**config.mk**
```make
export PLATFORM = sky130hd
export DESIGN_NAME = mem_arbiter_flat
export DESIGN_NICKNAME = d
export VERILOG_FILES = /design/src/rtl/mem_arbiter_pkg.sv /design/src/rtl/mem_arbiter_if.sv /design/src/rtl/mem_arbiter_lat_counter.sv /design/src/rtl/mem_arbiter.sv /design/src/flat_wrapper.sv
export SDC_FILE = /design/constraint.sdc
export NUM_CORES = 1
export LEC_CHECK = 0
export ABC_AREA = 1
export ABC_CLOCK_PERIOD_IN_PS = 4170
export CAP_MARGIN = 20
export CORE_ASPECT_RATIO = 1.25
export CORE_MARGIN = 10
export CORE_UTILIZATION = 40
export CTS_CLUSTER_SIZE = 24
export DETAILED_ROUTE_END_ITERATION = 7
export PLACE_DENSITY = 0.78
export SLEW_MARGIN = 25
export SYNTH_ARGS = -nofsm -noshare
export SYNTH_HDL_FRONTEND = slang
export SYNTH_HIERARCHICAL = 1
export SYNTH_SLANG_ARGS = --single-unit
```
**constraint.sdc**
```tcl
create_clock -name clk -period 4.17 [get_ports clk]
set_input_delay 1.251 -clock clk [delete_from_list [all_inputs] [get_ports clk]]
set_output_delay 1.251 -clock clk [all_outputs]
set_load 0.005 [all_outputs]
```
**src/rtl/mem_arbiter_pkg.sv**
```systemverilog
// Shared types for the fetch/data memory arbiter.
// Word width, FSM states and access owner encoding.
package mem_arbiter_pkg;

  localparam int WORD_W = 24;

  typedef logic [WORD_W-1:0] word_t;

  typedef enum logic [1:0] {
    IDLE,
    RD_WAIT,
    DONE
  } state_t;

  typedef enum logic {
    OWN_IF,
    OWN_DM
  } owner_t;

endpackage

```
**src/rtl/mem_arbiter_if.sv**
```systemverilog
// Requester and RAM bundle seen by the memory arbiter.
// slave = arbiter side, master = pipeline/RAM side.
interface mem_arbiter_if;
  import mem_arbiter_pkg::*;

  logic  if_req;
  word_t if_addr;
  logic  if_flush;
  logic  dm_req;
  logic  dm_we;
  word_t dm_addr;
  word_t dm_wdata;
  word_t ram_rdata;
  logic  ram_en;
  logic  ram_we;
  word_t ram_addr;
  word_t ram_wdata;
  word_t if_rdata;
  word_t dm_rdata;
  logic  if_valid;
  logic  dm_valid;
  logic  stall_if;
  logic  stall_mem;

  modport slave (
    input  if_req, if_addr, if_flush,
    input  dm_req, dm_we, dm_addr, dm_wdata,
    input  ram_rdata,
    output ram_en, ram_we, ram_addr, ram_wdata,
    output if_rdata, dm_rdata,
    output if_valid, dm_valid,
    output stall_if, stall_mem
  );

  modport master (
    output if_req, if_addr, if_flush,
    output dm_req, dm_we, dm_addr, dm_wdata,
    output ram_rdata,
    input  ram_en, ram_we, ram_addr, ram_wdata,
    input  if_rdata, dm_rdata,
    input  if_valid, dm_valid,
    input  stall_if, stall_mem
  );

endinterface

```
**src/rtl/mem_arbiter_lat_counter.sv**
```systemverilog
// Read-latency down-counter for the memory arbiter.
// Parks at zero; expired is high whenever the count is zero.
module lat_counter #(
  parameter int W = 3
) (
  input  logic         clk,
  input  logic         rst_n,
  input  logic         load,
  input  logic [W-1:0] loadVal,
  input  logic         dec,
  output logic         expired
);

  logic [W-1:0] cnt;

  always_ff @(posedge clk) begin
    if (!rst_n) begin
      cnt <= '0;
    end else if (load) begin
      cnt <= loadVal;
    end else if (dec && cnt != '0) begin
      cnt <= cnt - 1'b1;
    end
  end

  assign expired = (cnt == '0);

endmodule

```
**src/rtl/mem_arbiter.sv**
```systemverilog
// Single-port RAM arbiter between fetch and data stages.
// One access in flight; DM priority with IF anti-starvation.
module mem_arbiter
  import mem_arbiter_pkg::*;
#(
  parameter int RD_LAT     = 2,
  parameter int STARVE_MAX = 3
) (
  input logic          clk,
  input logic          rst_n,
  mem_arbiter_if.slave bus
);

  localparam int SW = $clog2(STARVE_MAX + 2);
  localparam logic [SW-1:0] STARVE_TOP = SW'(STARVE_MAX);
  localparam logic [2:0] LAT_LOAD = 3'(RD_LAT - 1);

  state_t        state;
  state_t        stateNext;
  owner_t        owner;
  logic          drop;
  logic [SW-1:0] starveCnt;
  word_t         addrReg;
  word_t         wdataReg;
  word_t         ifRdata;
  word_t         dmRdata;
  logic          grantAny;
  logic          grantIf;
  logic          grantDm;
  logic          grantSt;
  logic          expired;
  logic          ifValid;
  logic          dmValid;

  always_comb begin
    grantAny = rst_n && state == IDLE &&
               (bus.if_req || bus.dm_req);
    grantIf  = grantAny && bus.if_req &&
               (!bus.dm_req || starveCnt == STARVE_TOP);
    grantDm  = grantAny && !grantIf;
    grantSt  = grantDm && bus.dm_we;
    stateNext = state;
    unique case (state)
      IDLE:    if (grantAny) stateNext = grantSt ? DONE : RD_WAIT;
      RD_WAIT: if (expired) stateNext = DONE;
      DONE:    stateNext = IDLE;
      default: stateNext = IDLE;
    endcase
  end

  lat_counter #(.W(3)) u_lat (
    .clk     (clk),
    .rst_n   (rst_n),
    .load    (grantAny && !grantSt),
    .loadVal (LAT_LOAD),
    .dec     (state == RD_WAIT),
    .expired (expired)
  );

  always_ff @(posedge clk) begin
    if (!rst_n) begin
      state     <= IDLE;
      owner     <= OWN_IF;
      drop      <= 1'b0;
      starveCnt <= '0;
      addrReg   <= '0;
      wdataReg  <= '0;
      ifRdata   <= '0;
      dmRdata   <= '0;
    end else begin
      state <= stateNext;
      if (grantAny) begin
        owner    <= grantIf ? OWN_IF : OWN_DM;
        addrReg  <= grantIf ? bus.if_addr : bus.dm_addr;
        wdataReg <= grantDm ? bus.dm_wdata : '0;
      end
      if (grantIf) begin
        starveCnt <= '0;
      end else if (grantDm && bus.if_req &&
                   starveCnt != STARVE_TOP) begin
        starveCnt <= starveCnt + 1'b1;
      end
      // A flushed fetch still drains the RAM; only its valid is hidden.
      if (state == DONE) begin
        drop <= 1'b0;
      end else if (bus.if_flush &&
                   (grantIf ||
                    (state == RD_WAIT && owner == OWN_IF))) begin
        drop <= 1'b1;
      end
      if (state == RD_WAIT && expired) begin
        if (owner == OWN_IF) ifRdata <= bus.ram_rdata;
        else                 dmRdata <= bus.ram_rdata;
      end
    end
  end

  always_comb begin
    bus.ram_en    = grantAny;
    bus.ram_we    = grantSt;
    bus.ram_addr  = addrReg;
    bus.ram_wdata = wdataReg;
    unique case (1'b1)
      grantIf: begin
        bus.ram_addr  = bus.if_addr;
        bus.ram_wdata = '0;
      end
      grantDm: begin
        bus.ram_addr  = bus.dm_addr;
        bus.ram_wdata = bus.dm_wdata;
      end
      default: ;
    endcase
  end

  assign ifValid = state == DONE && owner == OWN_IF && !drop;
  assign dmValid = state == DONE && owner == OWN_DM;

  assign bus.if_valid  = ifValid;
  assign bus.dm_valid  = dmValid;
  assign bus.if_rdata  = ifRdata;
  assign bus.dm_rdata  = dmRdata;
  assign bus.stall_if  = bus.if_req && !ifValid;
  assign bus.stall_mem = bus.dm_req && !dmValid;

endmodule
```
**src/flat_wrapper.sv**
```systemverilog
// flat-port wrapper written by rule: the top's interface ports become plain ports
module mem_arbiter_flat import mem_arbiter_pkg::*;
#(
  parameter int RD_LAT     = 2,
  parameter int STARVE_MAX = 3
)
  (clk, rst_n, bus_if_req, bus_if_addr, bus_if_flush, bus_dm_req, bus_dm_we, bus_dm_addr, bus_dm_wdata, bus_ram_rdata, bus_ram_en, bus_ram_we, bus_ram_addr, bus_ram_wdata, bus_if_rdata, bus_dm_rdata, bus_if_valid, bus_dm_valid, bus_stall_if, bus_stall_mem);
  mem_arbiter_if bus_i ();
  input logic clk;
  input logic rst_n;
  input wire logic [$bits(bus_i.if_req)-1:0] bus_if_req;
  input wire logic [$bits(bus_i.if_addr)-1:0] bus_if_addr;
  input wire logic [$bits(bus_i.if_flush)-1:0] bus_if_flush;
  input wire logic [$bits(bus_i.dm_req)-1:0] bus_dm_req;
  input wire logic [$bits(bus_i.dm_we)-1:0] bus_dm_we;
  input wire logic [$bits(bus_i.dm_addr)-1:0] bus_dm_addr;
  input wire logic [$bits(bus_i.dm_wdata)-1:0] bus_dm_wdata;
  input wire logic [$bits(bus_i.ram_rdata)-1:0] bus_ram_rdata;
  output wire logic [$bits(bus_i.ram_en)-1:0] bus_ram_en;
  output wire logic [$bits(bus_i.ram_we)-1:0] bus_ram_we;
  output wire logic [$bits(bus_i.ram_addr)-1:0] bus_ram_addr;
  output wire logic [$bits(bus_i.ram_wdata)-1:0] bus_ram_wdata;
  output wire logic [$bits(bus_i.if_rdata)-1:0] bus_if_rdata;
  output wire logic [$bits(bus_i.dm_rdata)-1:0] bus_dm_rdata;
  output wire logic [$bits(bus_i.if_valid)-1:0] bus_if_valid;
  output wire logic [$bits(bus_i.dm_valid)-1:0] bus_dm_valid;
  output wire logic [$bits(bus_i.stall_if)-1:0] bus_stall_if;
  output wire logic [$bits(bus_i.stall_mem)-1:0] bus_stall_mem;
  assign bus_i.if_req = bus_if_req;
  assign bus_i.if_addr = bus_if_addr;
  assign bus_i.if_flush = bus_if_flush;
  assign bus_i.dm_req = bus_dm_req;
  assign bus_i.dm_we = bus_dm_we;
  assign bus_i.dm_addr = bus_dm_addr;
  assign bus_i.dm_wdata = bus_dm_wdata;
  assign bus_i.ram_rdata = bus_ram_rdata;
  assign bus_ram_en = bus_i.ram_en;
  assign bus_ram_we = bus_i.ram_we;
  assign bus_ram_addr = bus_i.ram_addr;
  assign bus_ram_wdata = bus_i.ram_wdata;
  assign bus_if_rdata = bus_i.if_rdata;
  assign bus_dm_rdata = bus_i.dm_rdata;
  assign bus_if_valid = bus_i.if_valid;
  assign bus_dm_valid = bus_i.dm_valid;
  assign bus_stall_if = bus_i.stall_if;
  assign bus_stall_mem = bus_i.stall_mem;
  mem_arbiter #(.RD_LAT(RD_LAT), .STARVE_MAX(STARVE_MAX)) u_core (.clk(clk), .rst_n(rst_n), .bus(bus_i));
endmodule
```
==> results of run 1 <==
[path summary, 6_finish.rpt]
check | cells past startpoint | end | startpoint
max | 12 | bus_ram_wdata[22] | bus_if_req
min | 2 | u_core/drop | u_core/drop
max reg2reg | 9 | u_core/bus.dm_rdata[10] | u_core/u_lat/cnt[0]
min reg2reg | 2 | u_core/drop | u_core/drop
[cell families (layout without fill, tap and decap cells)]
| family | Yosys count | count (layout) | synth area share, % |
|---|---|---|---|
| compound gates | 83 | 83 | 9.46 |
| fa+ha+maj | 4 | 4 | 1.14 |
| buf+inv | 84 | 338 | 8.52 |
| flops | 106 | 106 | 48.3 |
| other cells | 2 | 3 | 0.171 |
| simple gates | 339 | 339 | 32.4 |
[registers in the layout, indices dropped and copies added, names as in the netlist]
| signal | cells |
|---|---|
| u_core/bus.dm_rdata | 24 |
| u_core/owner | 1 |
| u_core/starveCnt | 3 |
| u_core/wdataReg | 24 |
| u_core/u_lat/cnt | 3 |
| u_core/state | 2 |
| u_core/drop | 1 |
| u_core/addrReg | 24 |
| u_core/bus.if_rdata | 24 |
[cell usage in the layout (no fill, tap or decap), drive strengths merged]
cell type      count
conb               3
nor2             117
buf               66
o21ai             54
bufbuf             1
nand2            165
clkdlybuf4s50    151
dlygate4sd2       18
nor3               2
dlymetal6s2s      32
clkinv             2
ha                 4
bufinv             1
nand3             53
nand4              1
clkinvlp           1
or2                1
inv               56
clkdlybuf4s15      1
clkbuf             9
a21oi             29
dfxtp            106
[through the flow]
step / setup slack (ps) / utilization, % / instances / total power, W / instance area (um2)
6_report: 32.3 / 69.6 / 1005 / 0.00259 / 7420
5_1_grt: -48.0 / 69.6 / 1005 / 0.00272 / 7420
4_1_cts: 0.0591 / 68.3 / 1001 / 0.00262 / 7290
3_5_place_dp: -242 / 64.3 / 976 / 0.00174 / 6860
3_3_place_gp: -213 / 64.3 / 976 / 0.00172 / 6860
2_1_floorplan: 826 / - / 619 / 0.00135 / 4390
[report_power, final]
group,leakage (nW),internal [W],switching (W),total (W)
combinational,2.87,0.000350,0.000277,0.000627
sequential,0.864,0.00107,0.0000241,0.00110
clock,0.149,0.000477,0.000392,0.000869
[cell type report]
class	instances	area [um2]
clock buffer	9	225
clock inverter	7	83.8
fill	861	3240
inverter	53	204
multi-input combinational	429	1920
sequential	106	2120
tap	132	165
timing repair buffer	269	2710
[timing repair]
| action | 4_1_cts | 5_1_grt |
|---|---|---|
| pin swaps | 1 | 0 |
| setup buffers | 7 | 4 |
| resized for setup | 25 | 36 |
| gates cloned | 2 | 0 |
| endpoints found under the setup margin | 50 | 33 |
| hold buffers | 0 | 0 |
[worst reg2reg max path, stage by stage, from the launching register on]
cell and delay [ps]:
dfxtp_1 360, inv_1 60, ha_1 200, ha_1 200
inv_1 120, nor3_4 60, buf_4 210, inv_1 620
nor2_1 140, nor2_1 130
[layer usage]
layer	global-route usage, %	share of wire (%)	routed length [um]
met5	0	0	0
met4	6.85	2.0	325
met3	9.24	12	1950
met2	33.5	48	7730
met1	21.4	37	5970
==> out/summary.txt, run 1 <==
most common cell in the netlist -> nand2_1
CP bufs+invs -> 7
Slew HR -> 45.6%
Syn-to-layout area delta -> 69.1%
Synth Warn # -> 6
Min Clock Period, post-route -> 4140 ps
syn avg cell area -> 7.10 um2
CTS root buffer -> clkbuf_16
total congestion overflow -> 0
largest area contributor in the synthesized netlist -> dfxtp_1
HPWL after DPL -> 11600 um
Fmax -> 242 MHz
Crit Path Max Fanout -> 7
delay-heaviest family, CP -> buffers and inverters
worst hold path type -> flop to flop
die height -> 137 um
Max VDD drop -> 218 uV
crit end category -> output pin
Synth cell types -> 26
R2R setup slack -> 2010 ps
Final Hold Fails -> 0
WL/cell -> 15.9 um
Synth Register Bits -> 106
drt pass-1 iters -> 5
Worst path slowest cell -> dlygate4sd2_1
Worst EP required -> 2920 ps
share of flip-flops with an asynchronous set or reset -> 0%
clock buffer depth -> 2
GR Util All Layers -> 19.9%
final hold slack -> 456 ps
final setup vio count -> 0
Seq/Total Area, Yosys -> 48.3%
initial antenna violation count -> 0
power density of the placed cells -> 350 nW/um2
I/O pins -> 204
worst endpoint data arrival time -> 2890 ps
GP Congestion -> 0.806
# diodes -> 0
total core area -> 10700 um2
top post-synthesis cells by count -> 164 x nand2_1, 111 x nor2_1, 106 x dfxtp_1
Syn Inst Count -> 618
Startpoint Class -> input port
run status -> finished, final reports clean
Post-Syn Area -> 4390 um2
Worst Skew -> 6.61 ps
pin count of the biggest net entering global routing -> 54
Synth Flop Type -> dfxtp_1
setup TNS -> 0 ps
DRC viols -> 0
Post-synth EDFFs -> 0
slew of the pin with the lowest slew margin -> 811 ps
num rows -> 42
share of cells above drive strength 1 -> 11.6%
max_cap viols -> 0
fin. max-slew vios -> 0
first-pass GRT wire length -> 25100 um
Max stage delay on crit path -> 260 ps
Clock Pin Slew Worst Setup and Hold Paths -> 70 ps
CP Class -> input port to output pin
die footprint -> 15600 um2
Final Cycle Share -> 99.2%
clock sink total -> 106
drt via density -> 4.87
ranking of synthesized cells by area -> dfxtp_1 48%, nand2_1 14%, nor2_1 9.5%
via count -> 4899
ANT nets after route -> 0
CTS tree -> built
Worst-Skew Late Latency -> 340 ps
DRT Wirelength -> 16000 um
CTS buffer count -> 9
vias in the first global route -> 5014
critical-path cell list -> dlygate4sd2_1, buf_6, nand3_4, nor2_8, buf_12, nor2_8, buf_12, buf_16, buf_4, nand2_1, nand2_1, dlygate4sd2_1
Starting Density -> 41.2%
H-tree levels -> 3
Die X -> 114 um
Port Buffers -> 203
Static Leakage -> 3.88 nW
RSZ-0062 raised after global routing -> yes
Synth top area share -> 48.3%
Net count, final -> 974
drt initial violations -> 250
(Power assumes the default switching activity.)
==> inputs of run 2 (changes only) <==
--- a/config.mk
+++ b/config.mk
@@ -6,16 +6,16 @@
 export NUM_CORES = 1
 export LEC_CHECK = 0
 export ABC_AREA = 1
-export ABC_CLOCK_PERIOD_IN_PS = 4170
+export ABC_CLOCK_PERIOD_IN_PS = 3700
 export CAP_MARGIN = 20
 export CORE_ASPECT_RATIO = 1.25
 export CORE_MARGIN = 10
-export CORE_UTILIZATION = 40
-export CTS_CLUSTER_SIZE = 24
+export CORE_UTILIZATION = 37
 export DETAILED_ROUTE_END_ITERATION = 7
-export PLACE_DENSITY = 0.78
+export PLACE_DENSITY = 0.76
 export SLEW_MARGIN = 25
 export SYNTH_ARGS = -nofsm -noshare
 export SYNTH_HDL_FRONTEND = slang
 export SYNTH_HIERARCHICAL = 1
 export SYNTH_SLANG_ARGS = --single-unit
+export TNS_END_PERCENT = 30
==> constraint.sdc (replaced) <==
create_clock -name clk -period 3.7 [get_ports clk]
set_input_delay 1.11 -clock clk [delete_from_list [all_inputs] [get_ports clk]]
set_output_delay 1.11 -clock clk [all_outputs]
set_load 0.005 [all_outputs]
==> out/summary.txt, run 2 (synthesis results as in run 1) <==
Worst Skew -> 8.30 ps
slew of the pin with the lowest slew margin -> 800 ps
total core area -> 11600 um2
drt initial violations -> 226
HPWL after DPL -> 10900 um
CP bufs+invs -> 5
clock sink total -> 106
die footprint -> 16700 um2
Final WS setup -> -105 ps
GP Congestion -> 0.813
initial antenna violation count -> 0
critical-path cell list -> clkdlybuf4s15_2, buf_4, nand3_4, nor2_8, buf_12, nor2_8, buf_4, nand2_1, nand2_1, clkdlybuf4s50_1
Crit Path Max Fanout -> 5
Worst path slowest cell -> clkdlybuf4s50_1
delay-heaviest family, CP -> buffers and inverters
CTS root buffer -> clkbuf_16
Final Hold Fails -> 0
die height -> 142 um
Slew HR -> 46.6%
fillcell total -> 1050
Starting Density -> 37.8%
worst reg2reg path depth -> 9
Clock Pin Slew Worst Setup and Hold Paths -> 70 ps
DRT Wirelength -> 15000 um
CP Class -> input port to output pin
GR Util All Layers -> 17.8%
Die X -> 117 um
Max stage delay on crit path -> 500 ps
DRC viols -> 0
worst hold path type -> flop to flop
# diodes -> 0
commonest cells after routing, fill and taps aside -> 163 x nand2_1, 154 x clkdlybuf4s50_1, 110 x nor2_1
fin. max-slew vios -> 0
vias in the first global route -> 4644
num rows -> 44
R2R setup slack -> 1530 ps
most common cell after layout, fill and taps aside -> nand2_1
setup TNS -> -262 ps
max_cap viols -> 0
Startpoint Class -> input port
Max VDD drop -> 199 uV
WL/cell -> 14.5 um
Port Buffers -> 203
Worst-Skew Late Latency -> 350 ps
worst r2r dst -> u_core/bus.dm_rdata[19]
violated checks -> negative setup slack
FF+latch area -> 2120 um2
Syn-to-layout area delta -> 67.8%
H-tree levels -> 3
total congestion overflow -> 0
RSZ-0062 raised after global routing -> yes
origin of the worst min-delay path -> u_core/drop
CTS tree -> built
drt via density -> 4.57
hold worst-path end -> u_core/drop
Final Cycle Share -> 103%
via count -> 4710
clock buffer depth -> 2
run status -> complete, but fails checks
# hold bufs at CTS -> 0
CTS buffer count -> 9
Fmax -> 263 MHz
drt pass-1 iters -> 5
Placed Area -> 6950 um2
pin count of the biggest net entering global routing -> 73
Net count, final -> 971
utilization after layout -> 63.4%
reg2reg start -> u_core/u_lat/cnt[0]
crit end category -> output pin
Static Leakage -> 3.65 nW
Worst EP required -> 2590 ps
final setup vio count -> 3
design area -> 7370 um2
Hold Path Depth -> 2
first-pass GRT wire length -> 24100 um
worst endpoint data arrival time -> 2690 ps
footprint of the multi-input gates -> 1920 um2
share of cells above drive strength 1 -> 11.5%
Min Clock Period, post-route -> 3800 ps
power density of the placed cells -> 384 nW/um2
ANT nets after route -> 0
I/O pins -> 204
run 2: changes by cell type in the layout (fill, tap and decap cells not counted), moves of 2 or more:
cell	change
dlygate4sd2_1	+15
dlymetal6s2s_1	-19
clkdlybuf4s15_2	+2
clkdlybuf4s50_1	+3
buf_4	-4
run 2: metal layers:
layer	up-vias	routed length, um	track usage [%]
li1	2430	-	-
met1	2098	6420	20.2
met2	170	6920	29.3
met3	12	1510	8.61
met4	0	134	4.49
met5	-	0	0
run 2: worst max path at each step:
stage / start / endpoint / slack, ps / depth (start not counted)
3_5_place_dp: bus_dm_req / bus_ram_addr[21] / -460 / 8
5_1_grt: bus_if_req / bus_ram_wdata[7] / -170 / 10
3_3_place_gp: bus_dm_req / bus_ram_addr[23] / -420 / 8
4_1_cts: bus_if_req / bus_ram_we / -120 / 10
2_1_floorplan: bus_dm_req / bus_ram_wdata[10] / 640 / 7
6_report: bus_if_req / bus_ram_wdata[12] / -100 / 10
run 2: where the power goes:
group | internal, W | total, W | leakage [nW] | switching, W
clock | 0.000469 | 0.000926 | 0.135 | 0.000457
sequential | 0.00121 | 0.00124 | 0.864 | 0.0000258
combinational | 0.000377 | 0.000668 | 2.65 | 0.000291
run 2: tightest hold or removal path: stages, from the launching register on:
cell and delay, ps:
dfxtp_1 320, inv_1 50, a21oi_1 60
run 2: timing repair:
item	4_1_cts	5_1_grt
cloned	2	0
endpoints found under the setup margin	50	17
setup buffers	2	2
gates resized for setup	43	16
endpoints found under the hold margin	0	0
pin swaps	2	1
run 2: cell type report:
type / instances / area share (%)
repair buffers: 266 / 35.8
flip-flops and latches: 106 / 28.8
multi-input cells: 429 / 26.0
clock buffers: 9 / 3.06
inverters: 53 / 2.73
well taps: 161 / 2.73
clock inverters: 7 / 0.832
run 2: per-stage QoR:
| step | power (W) | std cells | worst slack, ps | hold slack, ps |
|---|---|---|---|---|
| 2_1_floorplan | 0.00153 | 619 | 638 | 426 |
| 4_1_cts | 0.00287 | 1029 | -117 | 463 |
| 3_3_place_gp | 0.00194 | 1009 | -420 | 435 |
| 3_5_place_dp | 0.00195 | 1009 | -465 | 444 |
| 5_1_grt | 0.00298 | 1031 | -173 | 495 |
| 6_report | 0.00283 | 1031 | -105 | 461 |
==> inputs of run 3 (changes only) <==
--- a/config.mk
+++ b/config.mk
@@ -11,6 +11,7 @@
 export CORE_ASPECT_RATIO = 1.25
 export CORE_MARGIN = 10
 export CORE_UTILIZATION = 37
+export CTS_CLUSTER_DIAMETER = 120
 export DETAILED_ROUTE_END_ITERATION = 7
 export PLACE_DENSITY = 0.76
 export SLEW_MARGIN = 25
==> results of run 3 <==
No change in the layout: final DEF, timing and power equal those of run 2.
